--- config.mk ---
export PLATFORM = sky130hd
export DESIGN_NAME = fetch_unit
export DESIGN_NICKNAME = d
export VERILOG_FILES = /design/src/rtl/fetch_unit.sv
export SDC_FILE = /design/constraint.sdc
export NUM_CORES = 1
export LEC_CHECK = 0
export CAP_MARGIN = 10
export CORE_UTILIZATION = 50
export CTS_CLUSTER_DIAMETER = 80
export DETAILED_ROUTE_END_ITERATION = 6
export PLACE_DENSITY = 0.86
export SLEW_MARGIN = 15
export SYNTH_ARGS = -nofsm -noshare
export SYNTH_HDL_FRONTEND = slang
export SYNTH_SLANG_ARGS = --single-unit
--- constraint.sdc ---
create_clock -name clk -period 5.45 [get_ports clk]
set_input_delay 1.09 -clock clk [delete_from_list [all_inputs] [get_ports clk]]
set_output_delay 1.09 -clock clk [all_outputs]
set_load 0.1 [all_outputs]
--- src/rtl/fetch_unit.sv ---
// fetch_unit: RV32I instruction-fetch stage. Owns the fetch PC, issues one
//   outstanding request at a time to instruction memory and buffers returned
//   words with their PC in a DEPTH-entry FIFO whose head feeds Decode.
// Latency: a word appears on InstrD the cycle after its imem_rvalid.
// Backpressure: StallD holds the head; when the buffer cannot take the reply
//   of a new request, the request is not raised. A pop does not count as free
//   space in the same cycle.
// Ports:
//   clk, reset             clock, asynchronous active-high reset
//   PCSrcE, PCTargetE      Execute redirect (flush + new fetch PC)
//   StallD                 Decode not accepting the head entry
//   imem_req/addr/gnt      request channel to instruction memory
//   imem_rvalid/rdata      response channel from instruction memory
//   ValidD/InstrD/PCD/PCPlus4D  head entry presented to Decode
module fetch_unit #(
  parameter logic [31:0] RESET_PC = 32'h0000_0000,
  parameter int          DEPTH    = 4
) (
  input  logic        clk,
  input  logic        reset,
  input  logic        PCSrcE,
  input  logic [31:0] PCTargetE,
  input  logic        StallD,
  output logic        imem_req,
  output logic [31:0] imem_addr,
  input  logic        imem_gnt,
  input  logic        imem_rvalid,
  input  logic [31:0] imem_rdata,
  output logic        ValidD,
  output logic [31:0] InstrD,
  output logic [31:0] PCD,
  output logic [31:0] PCPlus4D
);

  localparam int AW = $clog2(DEPTH);
  localparam int CW = AW + 1;

  localparam logic [1:0] S_RUN  = 2'd0;  // nothing outstanding
  localparam logic [1:0] S_WAIT = 2'd1;  // live request awaiting its response
  localparam logic [1:0] S_DROP = 2'd2;  // stale response still to arrive

  localparam logic [CW-1:0] CNT_FULL  = CW'(DEPTH);
  localparam logic [CW-1:0] CNT_ALMOST = CW'(DEPTH - 1);
  localparam logic [CW-1:0] CNT_ONE   = CW'(1);
  localparam logic [AW-1:0] PTR_ONE   = AW'(1);

  logic [1:0]    state_q, state_d;
  logic [31:0]   pc_q, pc_d;          // next address to fetch
  logic [31:0]   req_pc_q, req_pc_d;  // PC of the outstanding request
  logic [CW-1:0] count_q, count_d;
  logic [AW-1:0] rd_ptr_q, rd_ptr_d;
  logic [AW-1:0] wr_ptr_q, wr_ptr_d;

  logic [31:0] instr_mem [DEPTH];
  logic [31:0] pc_mem    [DEPTH];

  logic in_run, in_wait, in_drop;
  logic rsp_live, rsp_stale;
  logic fire, push, pop;

  // The low target bits are architecturally zero for a word-aligned fetch.
  logic unused_tgt_lsb;
  assign unused_tgt_lsb = ^PCTargetE[1:0];

  assign in_run  = (state_q == S_RUN);
  assign in_wait = (state_q == S_WAIT);
  assign in_drop = (state_q == S_DROP);

  assign rsp_live  = in_wait && imem_rvalid;
  assign rsp_stale = in_drop && imem_rvalid;

  // Back-to-back request only when the arriving word and the new one both fit.
  // Gated by reset so the request is low for the whole reset interval.
  assign imem_req = !reset && !PCSrcE &&
                    ((in_run && (count_q < CNT_FULL)) ||
                     (rsp_live && (count_q < CNT_ALMOST)));
  assign imem_addr = pc_q;

  assign fire = imem_req && imem_gnt;
  assign push = rsp_live && !PCSrcE;
  assign pop  = ValidD && !StallD && !PCSrcE;

  always_comb begin
    state_d  = state_q;
    pc_d     = pc_q;
    req_pc_d = req_pc_q;
    count_d  = count_q;
    rd_ptr_d = rd_ptr_q;
    wr_ptr_d = wr_ptr_q;

    if (PCSrcE) begin
      count_d  = '0;
      rd_ptr_d = '0;
      wr_ptr_d = '0;
      pc_d     = {PCTargetE[31:2], 2'b00};
      // A response landing this very cycle is consumed (and dropped) here;
      // otherwise the one still in flight must be swallowed later.
      if ((in_wait || in_drop) && !imem_rvalid) begin
        state_d = S_DROP;
      end else begin
        state_d = S_RUN;
      end
    end else begin
      if (rsp_live || rsp_stale) begin
        state_d = S_RUN;
      end
      if (fire) begin
        pc_d     = pc_q + 32'd4;
        req_pc_d = pc_q;
        state_d  = S_WAIT;
      end
      if (push) begin
        wr_ptr_d = wr_ptr_q + PTR_ONE;
      end
      if (pop) begin
        rd_ptr_d = rd_ptr_q + PTR_ONE;
      end
      case ({push, pop})
        2'b10:   count_d = count_q + CNT_ONE;
        2'b01:   count_d = count_q - CNT_ONE;
        default: count_d = count_q;
      endcase
    end
  end

  always_ff @(posedge clk or posedge reset) begin
    if (reset) begin
      state_q  <= S_RUN;
      pc_q     <= RESET_PC;
      req_pc_q <= RESET_PC;
      count_q  <= '0;
      rd_ptr_q <= '0;
      wr_ptr_q <= '0;
    end else begin
      state_q  <= state_d;
      pc_q     <= pc_d;
      req_pc_q <= req_pc_d;
      count_q  <= count_d;
      rd_ptr_q <= rd_ptr_d;
      wr_ptr_q <= wr_ptr_d;
    end
  end

  // Buffer storage carries no reset; entries are qualified by the count.
  always_ff @(posedge clk) begin
    if (push) begin
      instr_mem[wr_ptr_q] <= imem_rdata;
      pc_mem[wr_ptr_q]    <= req_pc_q;
    end
  end

  assign ValidD   = (count_q != '0);
  assign InstrD   = instr_mem[rd_ptr_q];
  assign PCD      = pc_mem[rd_ptr_q];
  assign PCPlus4D = PCD + 32'd4;

endmodule

# [After elaboration in Yosys (flattened, before gate mapping)]
# Memories as Yosys holds them, arrays and structs flattened.
# Index checks and enable logic that the tools add are counted.
# Widths: inputs -> output; s select.
[word_totals] reg_bits=73 ramBits=256 in_bits=70 out_inout_bits=130 word_cells=61 memories=2
[mem_list] name="instr_mem" words=4 width=32 rd=1 rd_clocked_by_memory_dff=0 wr=1 line_no="54" source="logic [31:0] instr_mem [DEPTH];"
[mem_list] name="pc_mem" words=4 width=32 rd=1 rd_clocked_by_memory_dff=0 wr=1 line_no="55" source="logic [31:0] pc_mem [DEPTH];"
[classes] add_sub_neg=6 n_lt_le_gt_ge=2 n_eq_ne=4 mux=14 bitwise_logic=1 n_reduce_logical=26
[ops] cell="$add 32x3->32 const B" count=2
[ops] cell="$mux 32" count=2
[ops] cell="$mux 2" count=8
[ops] cell="$logic_and 1x1->1" count=11
[ops] cell="$reduce_bool 3->1" count=3
[ops] cell="$pmux 3 s2" count=1
[ops] cell="$reduce_bool 2->1" count=3
[ops] cell="$add 2x1->2 const B" count=2
[ops] cell="$eq 2x1->1 const B" count=2
[ops] cell="$eq 2x2->1 const B" count=2
[ops] cell="$logic_not 1->1" count=4
[ops] cell="$add 3x1->3 const B" count=1
[ops] cell="$logic_or 1x1->1" count=3
[ops] cell="$lt 3x2->1 const B" count=1
[ops] cell="$lt 3x3->1 const B" count=1
[ops] cell="$mux 3" count=1
[ops] cell="$sub 3x1->3 const B" count=1
[ops] cell="$logic_not 2->1" count=1
[ops] cell="$mux 1" count=2
[ops] cell="$reduce_and 2->1" count=1
[ops] cell="$not 1->1" count=1

# [Depth between registers and ports, before layout]
[depth] depth_word=8 ltp_mapped=10 ltp_nobuf=10

# [Worst setup path after synthesis]
# OpenSTA, ideal clock, no wires.
[synth_timing] path_type="reg-to-output" start="register rd_ptr_q[1]" end="output port PCPlus4D[27]" t_arrival_ns=3.922 t_required_ns=4.360 setup_slack_ns=0.438 stages_incl_launch_ff=9 path_buffers=3 path_cell_list="dfrtp_1 > buf_2 > clkbuf_1 > mux4_2 > nand3_1 > nor3_1 > buf_2 > nand4_1 > xnor2_1"
[synth_between] elab_chain_cells=2
[synth_lines] item="from (decl)" line_no="51" source="logic [AW-1:0] rd_ptr_q, rd_ptr_d;"
[synth_lines] item="from (signal assigned)" line_no="139" source="rd_ptr_q <= rd_ptr_d;"
[synth_lines] item="$mem_v2 4x32"
[synth_lines] item="via PCD[13]" line_no="31" source="output logic [31:0] PCD,"
[synth_lines] item="$add 32x3->32" line_no="155" source="assign PCPlus4D = PCD + 32'd4;"
[synth_lines] item="to (decl)" line_no="32" source="output logic [31:0] PCPlus4D"
# The timed path passes the listed nets, and every way through them passes these cells.

# [Worst setup path after layout]
[layout_timing] start="register rd_ptr_q[0]" end="output port PCPlus4D[21]"
[layout_between] elab_chain_cells=2
[layout_lines] item="$mem_v2 4x32"
[layout_lines] item="$add 32x3->32" line_no="155"
# Every way passes these cells.

==> metrics.md <==
| Metric | Value |
|---|---|
| Clk_skew | 0.0188 ns |
| Cts repair resizes | 0 |
| First-pass GRT wire length | approximately 44 mm |
| Chip width | around 160 um |
| Fill cells | 1734 |
| Synthesized area per cell | 16.1 um^2 |
| Initial Util | 51.4% |
| Slowest CP cell | dfrtp_4 |
| Fmax | 207 MHz |
| Nets | 1098 |
| Share of cells above drive strength 1 | around 17% |
| CTS H-Tree Depth | 2 |
| Die area | 0.0268 mm^2 |
| CP Buf/Inv Count | 3 |
| Yosys top cell area share | 57.1% |
| Worst slew margin | 30.3% |
| TritonCTS clock tree | built |
| CP max stage delay | 0.71 ns |
| Worst-case clock buffer depth | 3 |
| Hold Violations, Final | 0 |
| Max-Cap Viols | 0 |
| Post-synthesis instance area | 0.0131 mm^2 |
| Cell repeated most along the worst path | buf_4 |
| WS Path Type | reg -> out |
| Vias per inst | 5.86 |
| Routed len/inst | around 21 um |
| Critical path required time | around 4.4 ns |
| Pwr Density | ~560 mW/mm^2 |
| Leakage | 5.69 nW |
| Number of synthesized flops with an enable pin | 248 |
| Worst IR drop on VDD | 526 uV |
| Final setup fails | 0 |
| Pin count of the biggest net entering global routing | 41 |
| Vias in the first global route | 8039 |
| Cells after synthesis | 812 |
| Data arrival, critical path | 3.73 ns |
| Post-synth ARST share | 21.8% |
| Crit share post-route | 88.5% |
| GRT Overall Usage | 21.8% |
| Area of the multi-input gates | 0.00362 mm^2 |
| Seq/Total Area, Yosys | 70.3% |
| P&R area growth vs syn | 25.0% |
| 1st-pass router iterations | 5 |
| Crit path max fanout | 21 |
| Slew Viols, Final | 0 |
| Top post-synthesis cells by area | edfxtp_1 (57%), dfrtp_1 (13%), mux4_2 (11%) |
| Root buffer cell | clkbuf_16 |
| Grt ovf | 0 |
| Worst setup EP type | primary output |
| WHS | ~0.52 ns |
| Worst path cell trace | buf_4 -> mux4_2 -> nand3_1 -> nor3_1 -> buf_4 -> nand3_1 -> xnor2_1 -> buf_4 |
| Area leader, netlist | edfxtp_1 |
| Cell with the most instances after synthesis | edfxtp_1 |
| Clk_lat worst skew | between 0.5 and 0.6 ns |
| Initial antenna violation count | 0 |
| First DRT Iteration DRCs | approximately 700 |
| Synth warnings | 0 |
| HP Class | reg -> reg |
| # rows | 58 |
| Cts hold-fix bufs | 0 |
| Post-route minimum period | ~4.8 ns |
| Post-CTS Setup Inserts | 0 |
| I/O pin total | 200 |
| CTS sink count | around 320 |
| Worst-margin pin slew | 1.03 ns |
| Gpl congestion | 0.857 |
| Yosys cell types | 49 |
| Top delay family on crit path | buffers and inverters |
| Die height | 164 um |
| Startpoint types | flop |
| Port Buf Inserts | 191 |
| Clock slew seen by the registers of the worst setup and hold paths | ~0.060 ns |
| Commonest register cell after synthesis | edfxtp_1 |
| Residual DRC | 0 |
| Reg area | 0.00918 mm^2 |
| FF+latch count, synth | roughly 320 |
| Area of the core | 0.0254 mm^2 |
| Fin Setup TNS | 0 ns |
| Via count | 8041 |
| CTS Buf Count | 34 |
| Routed WL | 28.5 mm |
| RSZ-0062 raised after global routing | false |
| HPWL Detailed | roughly 19 mm |
| Post-synth top cells | edfxtp_1 (248), nand2_1 (105), dfrtp_1 (69) |
| Routed Antenna Nets | 0 |
| Ant. Diodes | 0 |
| Status | finished, final reports clean |
-- area by class of cell --
cell class / instances / share of cell area (%)
clock inverter: 21 / 0.813
tap: 330 / 2.53
clock buffer: 40 / 5.67
multi-input combinational: 436 / 22.2
timing repair buffer: 208 / 12.0
inverter: 21 / 0.483
sequential: 317 / 56.3
-- report_power, final --
part           switching (W)  internal, W  total [W]
Sequential          0.000294      0.00291    0.00320
Combinational        0.00277     0.000938    0.00370
Clock               0.000902      0.00126    0.00217
-- through the flow --
| step | area [um^2] | setup WS [ns] | util [%] | cells | power, W |
|---|---|---|---|---|---|
| 2_1_floorplan | 13100 | 0.438 | - | 817 | 0.00611 |
| 3_3_place_gp | 15300 | 1.22 | 60.1 | 1312 | 0.00690 |
| 3_5_place_dp | 15300 | 1.14 | 60.1 | 1312 | 0.00696 |
| 4_1_cts | 16300 | 0.539 | 64.2 | 1373 | 0.00913 |
| 5_1_grt | 16300 | 0.359 | 64.2 | 1373 | 0.00937 |
| 6_report | 16300 | 0.625 | 64.2 | 1373 | 0.00907 |
-- worst paths after layout --
| kind | startpoint | endpoint | slack (ns) | depth (start not counted) |
|---|---|---|---|---|
| worst max-delay path | rd_ptr_q[0] | PCPlus4D[21] | 0.63 | 8 |
| max in group asynchronous | reset | rd_ptr_q[0] | 3.37 | 3 |
| worst min-delay path | req_pc_q[27] | pc_mem[1][27] | 0.52 | 0 |
| min in group asynchronous | reset | imem_addr[20] | 1.11 | 2 |
| worst min register to register | req_pc_q[27] | pc_mem[1][27] | 0.52 | 0 |
| worst max register to register | count_q[2] | imem_addr[28] | 2.54 | 5 |
-- placed cells by master (no fill, tap or decap), types with 26 or more instances in the layout --
master	instances
buf_4	47
clkbuf_16	36
clkdlybuf4s50_1	161
dfrtp_1	67
edfxtp_1	248
mux4_2	62
nand2_1	105
nand3_1	26
o21ai_0	30
xnor2_1	30
-- sequential cells by signal (all words and copies together), names as in the netlist --
name,cells
pc_mem,120
imem_addr,30
wr_ptr_q,2
req_pc_q,30
rd_ptr_q,2
instr_mem,128
count_q,3
state_q,2
-- logic make-up after synthesis --
family                     count (synthesis)  share of synthesized area [%]
adders and majority gates                 10                           1.02
DFF                                      317                           70.3
muxes                                     63                           10.8
and+or+nand+nor                          246                           9.40
buffers and inverters                     64                           2.22
AOI/OAI and AO/OA                         73                           3.71
xor gates and xnor gates                  38                           2.55
other                                      1                         0.0287
-- metal layers --
| metal | vias up | track usage (%) | share of wire [%] |
|---|---|---|---|
| met3 | 48 | 3.89 | 8.5 |
| li1 | 3550 | - | - |
| met5 | - | 0 | 0 |
| met1 | 4002 | 31.2 | 42 |
| met2 | 441 | 34.2 | 47 |
| met4 | 0 | 6.78 | 2.4 |
-- worst reg2reg max path: stages (launching register included) --
cell     delay (ns)
dfrtp_1        0.45
nor3_1         0.69
nand3_2        0.64
buf_4          0.46
or4_1          0.53
nand3_1        0.09
Note: power is estimated with default switching activity, not from simulation.
